### src/rtl/serial_ctrl_pkg.sv
// Shared definitions for the serial port controller:
// frame state encoding, default field widths and counter sizing.
package serial_ctrl_pkg;

  typedef enum logic [2:0] {IDLE, PORT, LEN, DATA, DONE} state_t;

  localparam int DEF_PORT_W = 2;
  localparam int DEF_LEN_W  = 4;

  // One counter serves both header fields and the payload, so it is sized for the wider field.
  function automatic int cntWidth(input int portW, input int lenW);
    return (portW > lenW) ? portW : lenW;
  endfunction

endpackage

### src/rtl/frame_bit_counter.sv
// Loadable down-counter that tracks the remaining bits of the current frame field.
module frame_bit_counter #(
  parameter int W = 4
) (
  input  logic         clk,
  input  logic         rst,
  input  logic         ld,
  input  logic         en,
  input  logic [W-1:0] ldVal,
  output logic         zero
);

  logic [W-1:0] count;

  // Counting stops at zero instead of wrapping; a load always wins over a decrement.
  always_ff @(posedge clk) begin
    if (rst)
      count <= '0;
    else if (ld)
      count <= ldVal;
    else if (en && (count != '0))
      count <= count - W'(1);
  end

  assign zero = (count == '0);

endmodule

### src/rtl/serial_port_controller.sv
// Frame-sequencing controller: decodes start/port/length from serIn and
// steers the payload bits to the addressed port with a registered data/valid pair.
module serial_port_controller
  import serial_ctrl_pkg::*;
#(
  parameter int PORT_W = DEF_PORT_W,
  parameter int LEN_W  = DEF_LEN_W
) (
  input  logic                 clk,
  input  logic                 rst,
  input  logic                 serIn,
  output logic                 serOut,
  output logic                 outputValid,
  output logic [2**PORT_W-1:0] portEn,
  output logic [PORT_W-1:0]    port,
  output logic                 done,
  output logic                 busy
);

  localparam int CW = cntWidth(PORT_W, LEN_W);
  localparam int NP = 2**PORT_W;

  state_t            state;
  state_t            stateNext;
  logic [PORT_W-1:0] portShift;
  logic [PORT_W-1:0] portFull;
  logic [LEN_W-1:0]  lenReg;
  logic [LEN_W-1:0]  lenFull;
  logic              lenIsZero;
  logic              cntLd;
  logic              cntEn;
  logic              cntZero;
  logic [CW-1:0]     cntVal;

  // Field values including the bit being sampled this cycle, so decisions on the last bit see the whole field.
  assign portFull  = PORT_W'({portShift, serIn});
  assign lenFull   = LEN_W'({lenReg, serIn});
  assign lenIsZero = (lenFull == '0);

  frame_bit_counter #(.W(CW)) u_counter (
    .clk   (clk),
    .rst   (rst),
    .ld    (cntLd),
    .en    (cntEn),
    .ldVal (cntVal),
    .zero  (cntZero)
  );

  always_ff @(posedge clk) begin
    if (rst)
      state <= IDLE;
    else
      state <= stateNext;
  end

  always_comb begin
    stateNext = state;
    case (state)
      IDLE: if (serIn) stateNext = PORT;
      PORT: if (cntZero) stateNext = LEN;
      LEN:  if (cntZero) stateNext = lenIsZero ? DONE : DATA;
      DATA: if (cntZero) stateNext = DONE;
      DONE: stateNext = IDLE;
      default: stateNext = IDLE;
    endcase
  end

  always_comb begin
    busy   = (state != IDLE);
    done   = (state == DONE);
    cntLd  = 1'b0;
    cntEn  = 1'b0;
    cntVal = '0;
    case (state)
      IDLE: begin
        cntLd  = serIn;
        cntVal = CW'(PORT_W - 1);
      end
      PORT: begin
        cntEn  = 1'b1;
        cntLd  = cntZero;
        cntVal = CW'(LEN_W - 1);
      end
      LEN: begin
        cntEn  = 1'b1;
        cntLd  = cntZero && !lenIsZero;
        cntVal = CW'(lenFull - LEN_W'(1));
      end
      DATA: cntEn = 1'b1;
      default: ;
    endcase
  end

  // Port is only published once the field is complete, so it stays stable across the payload.
  always_ff @(posedge clk) begin
    if (rst) begin
      serOut      <= 1'b0;
      outputValid <= 1'b0;
      portShift   <= '0;
      port        <= '0;
      lenReg      <= '0;
    end else begin
      serOut      <= (state == DATA) ? serIn : 1'b0;
      outputValid <= (state == DATA);
      if (state == PORT) begin
        portShift <= portFull;
        if (cntZero)
          port <= portFull;
      end
      if (state == LEN)
        lenReg <= lenFull;
    end
  end

  assign portEn = outputValid ? (NP'(1) << port) : '0;

endmodule

### config.mk
export PLATFORM = sky130hd
export DESIGN_NAME = serial_port_controller
export DESIGN_NICKNAME = d
export VERILOG_FILES = /design/src/rtl/serial_ctrl_pkg.sv /design/src/rtl/frame_bit_counter.sv /design/src/rtl/serial_port_controller.sv
export SDC_FILE = /design/constraint.sdc
export NUM_CORES = 1
export LEC_CHECK = 0
export ABC_AREA = 1
export CAP_MARGIN = 10
export CORE_UTILIZATION = 56
export CTS_BUF_LIST = sky130_fd_sc_hd__clkbuf_16
export CTS_CLUSTER_SIZE = 12
export DETAILED_ROUTE_END_ITERATION = 7
export PLACE_DENSITY = 0.82
export SKIP_CTS_REPAIR_TIMING = 1
export SLEW_MARGIN = 20
export SYNTH_ARGS = -nofsm -noshare
export SYNTH_HDL_FRONTEND = slang
export SYNTH_SLANG_ARGS = --single-unit
### constraint.sdc
create_clock -name clk -period 3.8 [get_ports clk]
set_input_delay 0.95 -clock clk [delete_from_list [all_inputs] [get_ports clk]]
set_output_delay 0.95 -clock clk [all_outputs]
set_load 0.01 [all_outputs]
==> results of run 1 <==
==> Yosys cell counts (2+ instances only) <==
| cell | number |
|---|---|
| o21ai_0 | 4 |
| nor3_1 | 6 |
| o21ai_1 | 5 |
| nand2_2 | 3 |
| nand3_1 | 7 |
| nand2_1 | 24 |
| a21oi_1 | 8 |
| ha_1 | 3 |
| inv_2 | 5 |
| dfxtp_1 | 15 |
| nand3_2 | 2 |
| nor2_1 | 13 |
| xor2_1 | 2 |
| inv_1 | 16 |
| nand4_1 | 6 |
==> cell type report <==
| type | count | share of cell area (%) |
|---|---|---|
| Clock inverter | 1 | 0.339 |
| Timing Repair Buffer | 12 | 10.9 |
| Clock buffer | 3 | 6.79 |
| Inverter | 22 | 7.47 |
| Sequential cell | 15 | 27.1 |
| Tap cell | 16 | 1.81 |
| Multi-Input combinational cell | 90 | 45.6 |
==> power groups by stage <==
| stage | clock (W) | sequential, W | combinational (W) |
|---|---|---|---|
| after floorplan | 0 | 0.000237 | 0.000352 |
| after global placement | 0 | 0.000238 | 0.000449 |
| after detailed placement | 0 | 0.000239 | 0.000466 |
| after CTS | 0.000204 | 0.000236 | 0.000471 |
| after global routing | 0.000211 | 0.000244 | 0.000523 |
| final | 0.000203 | 0.000237 | 0.000473 |
==> placed cells by master, fill, tap and decap left out, types with 2 or more instances in the layout <==
cell / instances
nand3_2: 2
inv_1: 17
xor2_1: 2
o21ai_1: 5
clkdlybuf4s50_1: 12
o21ai_0: 4
nand4_1: 6
nor2_1: 13
nand2_1: 24
nand3_1: 7
inv_2: 5
nor3_1: 6
a21oi_1: 8
ha_1: 3
dfxtp_1: 15
clkbuf_16: 3
nand2_2: 3
==> worst max-delay path: stages (launching register included) <==
cell and delay, ps:
dfxtp_1 380, inv_2 80, nand2_4 100, inv_2 60, nand2_1 100, clkdlybuf4s50_1 550
==> state kept, by name (all words and copies together), names as in the netlist <==
signal / flops
portShift: 1
u_counter.count: 4
serOut: 1
state: 3
outputValid: 1
lenReg: 3
port: 2
==> worst min-delay path by stage <==
stage               slack [ps]          from  cells after the start           end
floorplan                  430  portShift[0]                      2  portShift[0]
global placement           450  portShift[0]                      2  portShift[0]
detailed placement         450  portShift[0]                      2  portShift[0]
CTS                        460  portShift[0]                      2  portShift[0]
global route               490  portShift[0]                      2  portShift[0]
finish                     460  portShift[0]                      2  portShift[0]
==> stage by stage <==
stage | util [%] | worst slack [ps] | instance area (um^2) | hold WS [ps] | total power, W
floorplan | - | 1930 | 887 | 431 | 0.000588
global placement | 69.0 | 1230 | 1030 | 449 | 0.000687
detailed placement | 69.0 | 1120 | 1030 | 452 | 0.000704
CTS | 74.3 | 1330 | 1110 | 460 | 0.000911
global route | 74.3 | 1220 | 1110 | 493 | 0.000978
finish | 74.3 | 1320 | 1110 | 461 | 0.000913
==> metal layers <==
metal / vias up / track usage [%] / wire length (um)
met2: 37 / 45.0 / 1070
met5: - / 0 / 0
li1: 445 / - / -
met4: 0 / 13.5 / 46
met1: 408 / 29.6 / 810
met3: 8 / 6.96 / 129
==> logic make-up after synthesis <==
| group | count (synthesis) | share of synthesized area, % |
|---|---|---|
| flip-flops | 15 | 33.9 |
| XOR/XNOR | 3 | 2.96 |
| buffers and inverters | 22 | 9.31 |
| AO/OA/AOI/OAI | 18 | 10.4 |
| AND/OR/NAND/NOR | 66 | 39.2 |
| adder cells (fa/ha/maj) | 3 | 4.23 |
==> flow_metrics.env, run 1 <==
export IMPL_grt_usage_pct=26.3
export IMPL_crit_start="state[0]"
export IMPL_area_delta_synth_final_pct=24.7
export IMPL_worstPathArrival_ps=1530
export IMPL_min_period_over_period_pct=65.1
export IMPL_synth_seq_area_share_pct=33.9
export IMPL_drc=0
export IMPL_synthArstFlopShare_pct=0
export IMPL_required_ps=2850
export IMPL_peakVddDrop_v=0.000515
export IMPL_n_fill_cell=120
export IMPL_crit_path_end_kind="output port"
export IMPL_place_congestion=0.888
export IMPL_clk_path_buf_depth=2
export IMPL_fin_cells=159
export IMPL_dp_cells=155
export IMPL_crit_path_end="busy"
export IMPL_setup_worst_path_class="reg -> out"
export IMPL_start_util_pct=59.6
export IMPL_num_vias=898
export IMPL_hold_path_class="reg -> reg"
export IMPL_finalClockSkew_ps=1.03
export IMPL_path_clk_slew_ps=50
export IMPL_worst_slew_pin_slew_ps=287
export IMPL_max_cap_viol_count=0
export IMPL_synth_top_area_share_pct=33.9
export IMPL_insertion_delay_ps=250
export IMPL_rsz0062_at_grt="false"
export IMPL_ys_ff_latch=15
export IMPL_h_tree_depth=1
export IMPL_power_density_nw_per_um2=825
export IMPL_die_x_um=41.8
export IMPL_coreArea_um2=1490
export IMPL_numCtsBuffers=3
export IMPL_syn_area_per_cell_um2=6.99
export IMPL_synth_largest_area_cell="dfxtp_1"
export IMPL_n_antenna_cell=0
export IMPL_cts_tree="done"
export IMPL_clock_root_buffer="clkbuf_16"
export IMPL_antenna_found_initial=0
export IMPL_maxSlewViolCount=0
export IMPL_wl_um=2050
export IMPL_drt_iter0_markers=21
export IMPL_ys_types=23
export IMPL_drt_pass1_iterations=4
export IMPL_setup_violations_final=0
export IMPL_outcome="finished clean"
export IMPL_r2r_slack_ps=2280
export IMPL_rr_endpoint="u_counter.count[2]"
export IMPL_start_kind="register"
export IMPL_syn_inst=127
export IMPL_regArea_um2=300
export IMPL_p_switching_w=0.000397
export IMPL_seqPwrFrac_pct=25.9
export IMPL_synth_ff_type="dfxtp_1"
export IMPL_grt_pass1_wl_um=3460
export IMPL_avgRoutedWirePerCell_um=12.9
export IMPL_dpl_hpwl_um=1570
export IMPL_ys_warn_count=0
export IMPL_fin_crit_ps=2480
export IMPL_layout_drive_gt1_share_pct=11.9
export IMPL_syn_area_um2=887
export IMPL_p_int_w=0.000516
export IMPL_fp_dieH_um=41.8
export IMPL_combPwrFrac_pct=51.8
export IMPL_cts_sinks=15
export IMPL_rr_worst_depth=9
export IMPL_setup_tns_ps=0
export IMPL_io_pins=13
export IMPL_num_nets_final=150
export IMPL_path_max_fanout=4
export IMPL_leakagePower_nw=0.499
export IMPL_synth_nets=133
export IMPL_worstReg2RegStart="u_counter.count[0]"
export IMPL_overflow=0
export IMPL_grt_max_degree=10
export IMPL_clockPowerShare_pct=22.3
export IMPL_grt_pass1_vias=841
export IMPL_switching_share_pct=43.5
export IMPL_viasPerCell=5.65
export IMPL_synth_area_top_cells="dfxtp_1 (34%), nand2_1 (10%), inv_1 (6.8%), nor2_1 (5.5%), a21oi_1 (4.5%)"
export IMPL_hold_violations=0
export IMPL_fmax_mhz=404
export IMPL_rows=14
export IMPL_max_slew_margin_pct=80.8
export IMPL_synth_edf_count=0
export IMPL_ant_nets=0
export IMPL_die_area_um2=1750
export IMPL_io_buffers=12
export IMPL_multiInputGateArea_um2=504
No activity file was read; power rests on OpenSTA's default activity.
==> run 2, diff against run 1 <==
CORE_UTILIZATION = 52   (was 56)
PLACE_DENSITY = 0.77   (was 0.82)
clock period = 2.3 ns   (was 3.8 ns; I/O delays follow)
==> run 2 against run 1 <==
Net effect:
- die area increased by 7.3%
- clock skew up 0.74 ps
- power is 64% higher
- cell area rose by 0.68%
- register-to-register slack got worse by 1500 ps
- sequential cell count unchanged
- global-route usage is 3.1 points lower
- final cell count grew 0.63%
- largest cell class unchanged
==> flow_metrics.env, run 2 (synthesis gave the netlist of run 1 again) <==
export IMPL_grt_max_degree=10
export IMPL_die_area_um2=1880
export IMPL_total_power_w=0.00150
export IMPL_clockPowerShare_pct=22.4
export IMPL_h_tree_depth=1
export IMPL_insertion_delay_ps=250
export IMPL_wl_met3_um=80
export IMPL_coreArea_um2=1540
export IMPL_required_ps=1730
export IMPL_start_kind="register"
export IMPL_avgRoutedWirePerCell_um=12.2
export IMPL_peakVddDrop_v=0.000691
export IMPL_top_layer="met4"
export IMPL_rsz0062_at_grt="false"
export IMPL_worstReg2RegStart="u_counter.count[0]"
export IMPL_dpl_hpwl_um=1510
export IMPL_setup_violations_final=0
export IMPL_hold_violations=0
export IMPL_path_max_fanout=4
export IMPL_p_int_w=0.000852
export IMPL_wl_um=1960
export IMPL_switching_share_pct=43.1
export IMPL_layout_common_cells="nand2_1 (24), inv_1 (17), dfxtp_1 (15)"
export IMPL_cts_tree="done"
export IMPL_largest_register="u_counter.count"
export IMPL_num_nets_final=151
export IMPL_layout_drive_gt1_share_pct=12.5
export IMPL_fin_crit_ps=2090
export IMPL_overflow=0
export IMPL_fin_cells=160
export IMPL_max_slew_margin_pct=80.8
export IMPL_maxSlewViolCount=0
export IMPL_worst_slew_pin_slew_ps=288
export IMPL_n_antenna_cell=0
export IMPL_hold_path_class="reg -> reg"
export IMPL_grt_pass1_wl_um=3220
export IMPL_io_buffers=12
export IMPL_max_cap_viol_count=0
export IMPL_crit_path_end_kind="output port"
export IMPL_num_vias=886
export IMPL_min_period_over_period_pct=91.0
export IMPL_path_clk_slew_ps=50
export IMPL_rows=14
export IMPL_crit_start="state[0]"
export IMPL_crit_path_end="busy"
export IMPL_rr_worst_depth=10
export IMPL_grt_usage_pct=23.2
export IMPL_start_util_pct=57.5
export IMPL_numCtsBuffers=3
export IMPL_viasPerCell=5.54
export IMPL_finalClockSkew_ps=1.78
export IMPL_dr_wl_met2_um=994
export IMPL_dp_cells=156
export IMPL_setup_tns_ps=0
export IMPL_p_switching_w=0.000647
export IMPL_clock_root_buffer="clkbuf_16"
export IMPL_die_x_um=43.3
export IMPL_cts_sinks=15
export IMPL_io_pins=13
export IMPL_worstPathArrival_ps=1520
export IMPL_combPwrFrac_pct=51.8
export IMPL_fmax_mhz=478
export IMPL_largest_reg_flops=4
export IMPL_final_common_cell="nand2_1"
export IMPL_seqPwrFrac_pct=25.9
export IMPL_setup_worst_path_class="reg -> out"
export IMPL_drc=0
export IMPL_place_congestion=0.892
export IMPL_power_density_nw_per_um2=1350
export IMPL_clk_path_buf_depth=2
export IMPL_rr_endpoint="u_counter.count[2]"
export IMPL_drt_pass1_iterations=4
export IMPL_n_fill_cell=125
export IMPL_r2r_slack_ps=780
export IMPL_drt_iter0_markers=7
export IMPL_wl_met1_um=825
export IMPL_top_regs="u_counter.count x4, lenReg x3, state x3"
export IMPL_ant_nets=0
export IMPL_grt_pass1_vias=760
export IMPL_fp_dieH_um=43.3
export IMPL_whs_path_depth=2
export IMPL_antenna_found_initial=0
export IMPL_leakagePower_nw=0.504
export IMPL_outcome="finished clean"
export IMPL_area_delta_synth_final_pct=25.5
run 2: cell types whose count changed in the layout (fill, tap and decap cells not counted), sizes merged:
| cell | delta |
|---|---|
| buf | +1 |
run 2: layout make-up:
class | instances | area (um^2) | area share [%]
inverters | 22 | 82.6 | 7.42
clock inverters | 1 | 3.75 | 0.337
clock buffers | 3 | 75.1 | 6.74
repair buffers | 13 | 128 | 11.5
well taps | 16 | 20.0 | 1.80
flip-flops and latches | 15 | 300 | 27.0
multi-input cells | 90 | 504 | 45.3
run 2: through the flow:
step                      hold WS (ps)  util, %  area, um^2  setup WS (ps)
after global placement             448     67.1        1030            264
after floorplan                    431        -         887            801
after global routing               499     72.2        1110            149
after CTS                          483     72.2        1110            206
final                              481     72.2        1110            207
after detailed placement           476     67.1        1030            206
run 2: power by group through the flow:
stage	sequential, W	combinational (W)	clock (W)
detailed placement	0.000393	0.000765	0
floorplan	0.000391	0.000581	0
finish	0.000388	0.000776	0.000335
CTS	0.000388	0.000777	0.000337
global route	0.000395	0.000862	0.000348
global placement	0.000391	0.000745	0
run 2: per-layer routing:
metal | global-route usage (%) | vias to the layer above
met5 | 0 | -
met3 | 3.83 | 7
met1 | 28.1 | 397
li1 | - | 449
met2 | 39.1 | 33
met4 | 12.1 | 0
run 2: worst min-delay path by stage:
stage / slack, ps / from / to
2_1_floorplan: 430 / portShift[0] / portShift[0]
4_1_cts: 480 / portShift[0] / portShift[0]
3_3_place_gp: 450 / portShift[0] / portShift[0]
3_5_place_dp: 480 / portShift[0] / portShift[0]
6_report: 480 / portShift[0] / portShift[0]
5_1_grt: 500 / portShift[0] / portShift[0]
run 2: worst max-delay path: stages, from the launching register on:
cell and delay [ps]:
dfxtp_1 380, inv_2 80, nand2_4 100, inv_2 60, nand2_1 90, clkdlybuf4s50_1 560
==> run 3, diff against run 2 <==
CORE_UTILIZATION = 56   (was 52)
PLACE_DENSITY = 0.82   (was 0.77)
clock period = 2.5 ns   (was 2.3 ns; I/O delays follow)
==> run 3 against run 2 <==
Net effect:
- via count down 0.34%
- critical path depth unchanged
- global-route usage up 0.19 points
- utilization up 2.5 points
- sequential power down 7.0%
- register-to-register slack better by 210 ps
- clock skew about the same
- first-iteration DRC count rose to 3.3 times the previous value
- count of clock-buffer cells in the layout unchanged
- largest cell class unchanged
==> flow_metrics.env, run 3 (synthesis gave the netlist of run 1 again) <==
export IMPL_cts_sinks=15
export IMPL_largest_register="u_counter.count"
export IMPL_h_tree_depth=1
export IMPL_path_clk_slew_ps=50
export IMPL_rows=14
export IMPL_largest_reg_flops=4
export IMPL_maxSlewViolCount=0
export IMPL_clock_root_buffer="clkbuf_16"
export IMPL_crit_path_end_kind="output port"
export IMPL_n_fill_cell=114
export IMPL_num_vias=883
export IMPL_worstPathCellList="inv_2 > nand2_4 > inv_2 > nand2_1 > clkdlybuf4s50_1"
export IMPL_coreArea_um2=1490
export IMPL_clockPowerShare_pct=22.0
export IMPL_layout_common_cells="nand2_1 (24), inv_1 (17), dfxtp_1 (15)"
export IMPL_avgRoutedWirePerCell_um=11.9
export IMPL_path_max_fanout=4
export IMPL_rsz0062_at_grt="false"
export IMPL_critPathMaxStageDelay_ps=540
export IMPL_start_util_pct=59.6
export IMPL_die_area_um2=1750
export IMPL_grt_max_degree=10
export IMPL_p_switching_w=0.000578
export IMPL_combPwrFrac_pct=51.4
export IMPL_whs_ps=455
export IMPL_layout_drive_gt1_share_pct=12.5
export IMPL_switching_share_pct=42.5
export IMPL_insertion_delay_ps=240
export IMPL_grt_pass1_vias=816
export IMPL_fin_crit_ps=2120
export IMPL_finalClockSkew_ps=1.30
export IMPL_drc=0
export IMPL_outcome="finished clean"
export IMPL_setup_tns_ps=0
export IMPL_slowest_stage="clkdlybuf4s50_1"
export IMPL_leakagePower_nw=0.504
export IMPL_max_slew_margin_pct=80.3
export IMPL_place_congestion=0.878
export IMPL_clk_path_buf_depth=2
export IMPL_fmax_mhz=471
export IMPL_seqPwrFrac_pct=26.5
export IMPL_final_common_cell="nand2_1"
export IMPL_ant_nets=0
export IMPL_overflow=0
export IMPL_top_regs="u_counter.count x4, lenReg x3, state x3"
export IMPL_max_cap_viol_count=0
export IMPL_required_ps=1880
export IMPL_crit_top_cell="inv_2"
export IMPL_drt_pass1_iterations=4
export IMPL_min_period_over_period_pct=85.0
export IMPL_die_x_um=41.8
export IMPL_cp_top_family="buffers and inverters"
export IMPL_start_kind="register"
export IMPL_drt_iter0_markers=23
export IMPL_wl_um=1910
export IMPL_viasPerCell=5.52
export IMPL_grt_pass1_wl_um=3190
export IMPL_utilization_pct=74.8
export IMPL_power_density_nw_per_um2=1220
export IMPL_n_antenna_cell=0
export IMPL_cts_tree="done"
export IMPL_numCtsBuffers=3
export IMPL_grt_usage_pct=23.4
export IMPL_antenna_found_initial=0
export IMPL_hold_path_class="reg -> reg"
export IMPL_area_delta_synth_final_pct=25.5
export IMPL_worstPathArrival_ps=1500
export IMPL_fp_dieH_um=41.8
export IMPL_io_buffers=12
export IMPL_critPathBufInv=3
export IMPL_dpl_hpwl_um=1420
export IMPL_worst_slew_pin_slew_ps=295
export IMPL_p_int_w=0.000783
export IMPL_setup_worst_path_class="reg -> out"
export IMPL_num_nets_final=151
export IMPL_hold_violations=0
export IMPL_peakVddDrop_v=0.000719
export IMPL_io_pins=13
export IMPL_setup_violations_final=0
==> run 3: power by group through the flow <==
stage,clock network [W],logic [W],registers [W]
4_1_cts,0.000302,0.000698,0.000360
3_5_place_dp,0,0.000688,0.000364
6_report,0.000299,0.000700,0.000361
5_1_grt,0.000314,0.000784,0.000372
3_3_place_gp,0,0.000678,0.000363
2_1_floorplan,0,0.000535,0.000360
==> run 3: metal layers <==
| metal | up-vias | global-route usage (%) | wire length (um) |
|---|---|---|---|
| li1 | 445 | - | - |
| met1 | 395 | 27.0 | 843 |
| met2 | 35 | 42.8 | 912 |
| met3 | 8 | 3.91 | 109 |
| met4 | 0 | 8.39 | 41 |
| met5 | - | 0 | 0 |
==> run 3: path summary, 6_finish.rpt <==
| check | startpoint | to | slack, ps | cells past startpoint |
|---|---|---|---|---|
| worst max-delay path | state[0] | busy | 380 | 5 |
| worst min-delay path | portShift[0] | portShift[0] | 460 | 2 |
| worst max register to register | u_counter.count[0] | u_counter.count[1] | 990 | 9 |
| worst min register to register | portShift[0] | portShift[0] | 460 | 2 |
==> run 3: final cells by class <==
cell class                 instances  area [um^2]  area share, %
timing repair buffer              13          128           11.5
multi-input combinational         90          504           45.3
tap                               16         20.0           1.80
inverter                          22         82.6           7.42
clock buffer                       3         75.1           6.74
clock inverter                     1         3.75          0.337
sequential                        15          300           27.0
==> run 3: metrics by stage <==
stage               power (W)  instance area [um^2]  setup slack [ps]  cells
floorplan            0.000894                   887               951    127
global placement      0.00104                  1030               415    156
detailed placement    0.00105                  1030               337    156
CTS                   0.00136                  1110               379    160
global route          0.00147                  1110               290    160
finish                0.00136                  1110               376    160
==> run 3: worst reg2reg max path, cell delays in order, from the launching register on <==
cell	delay [ps]
dfxtp_1	300
inv_1	90
ha_1	210
nand2_1	100
nor2_4	160
nand2_2	140
nand4_1	170
nand2_1	70
nor2_1	110
nor2_1	50
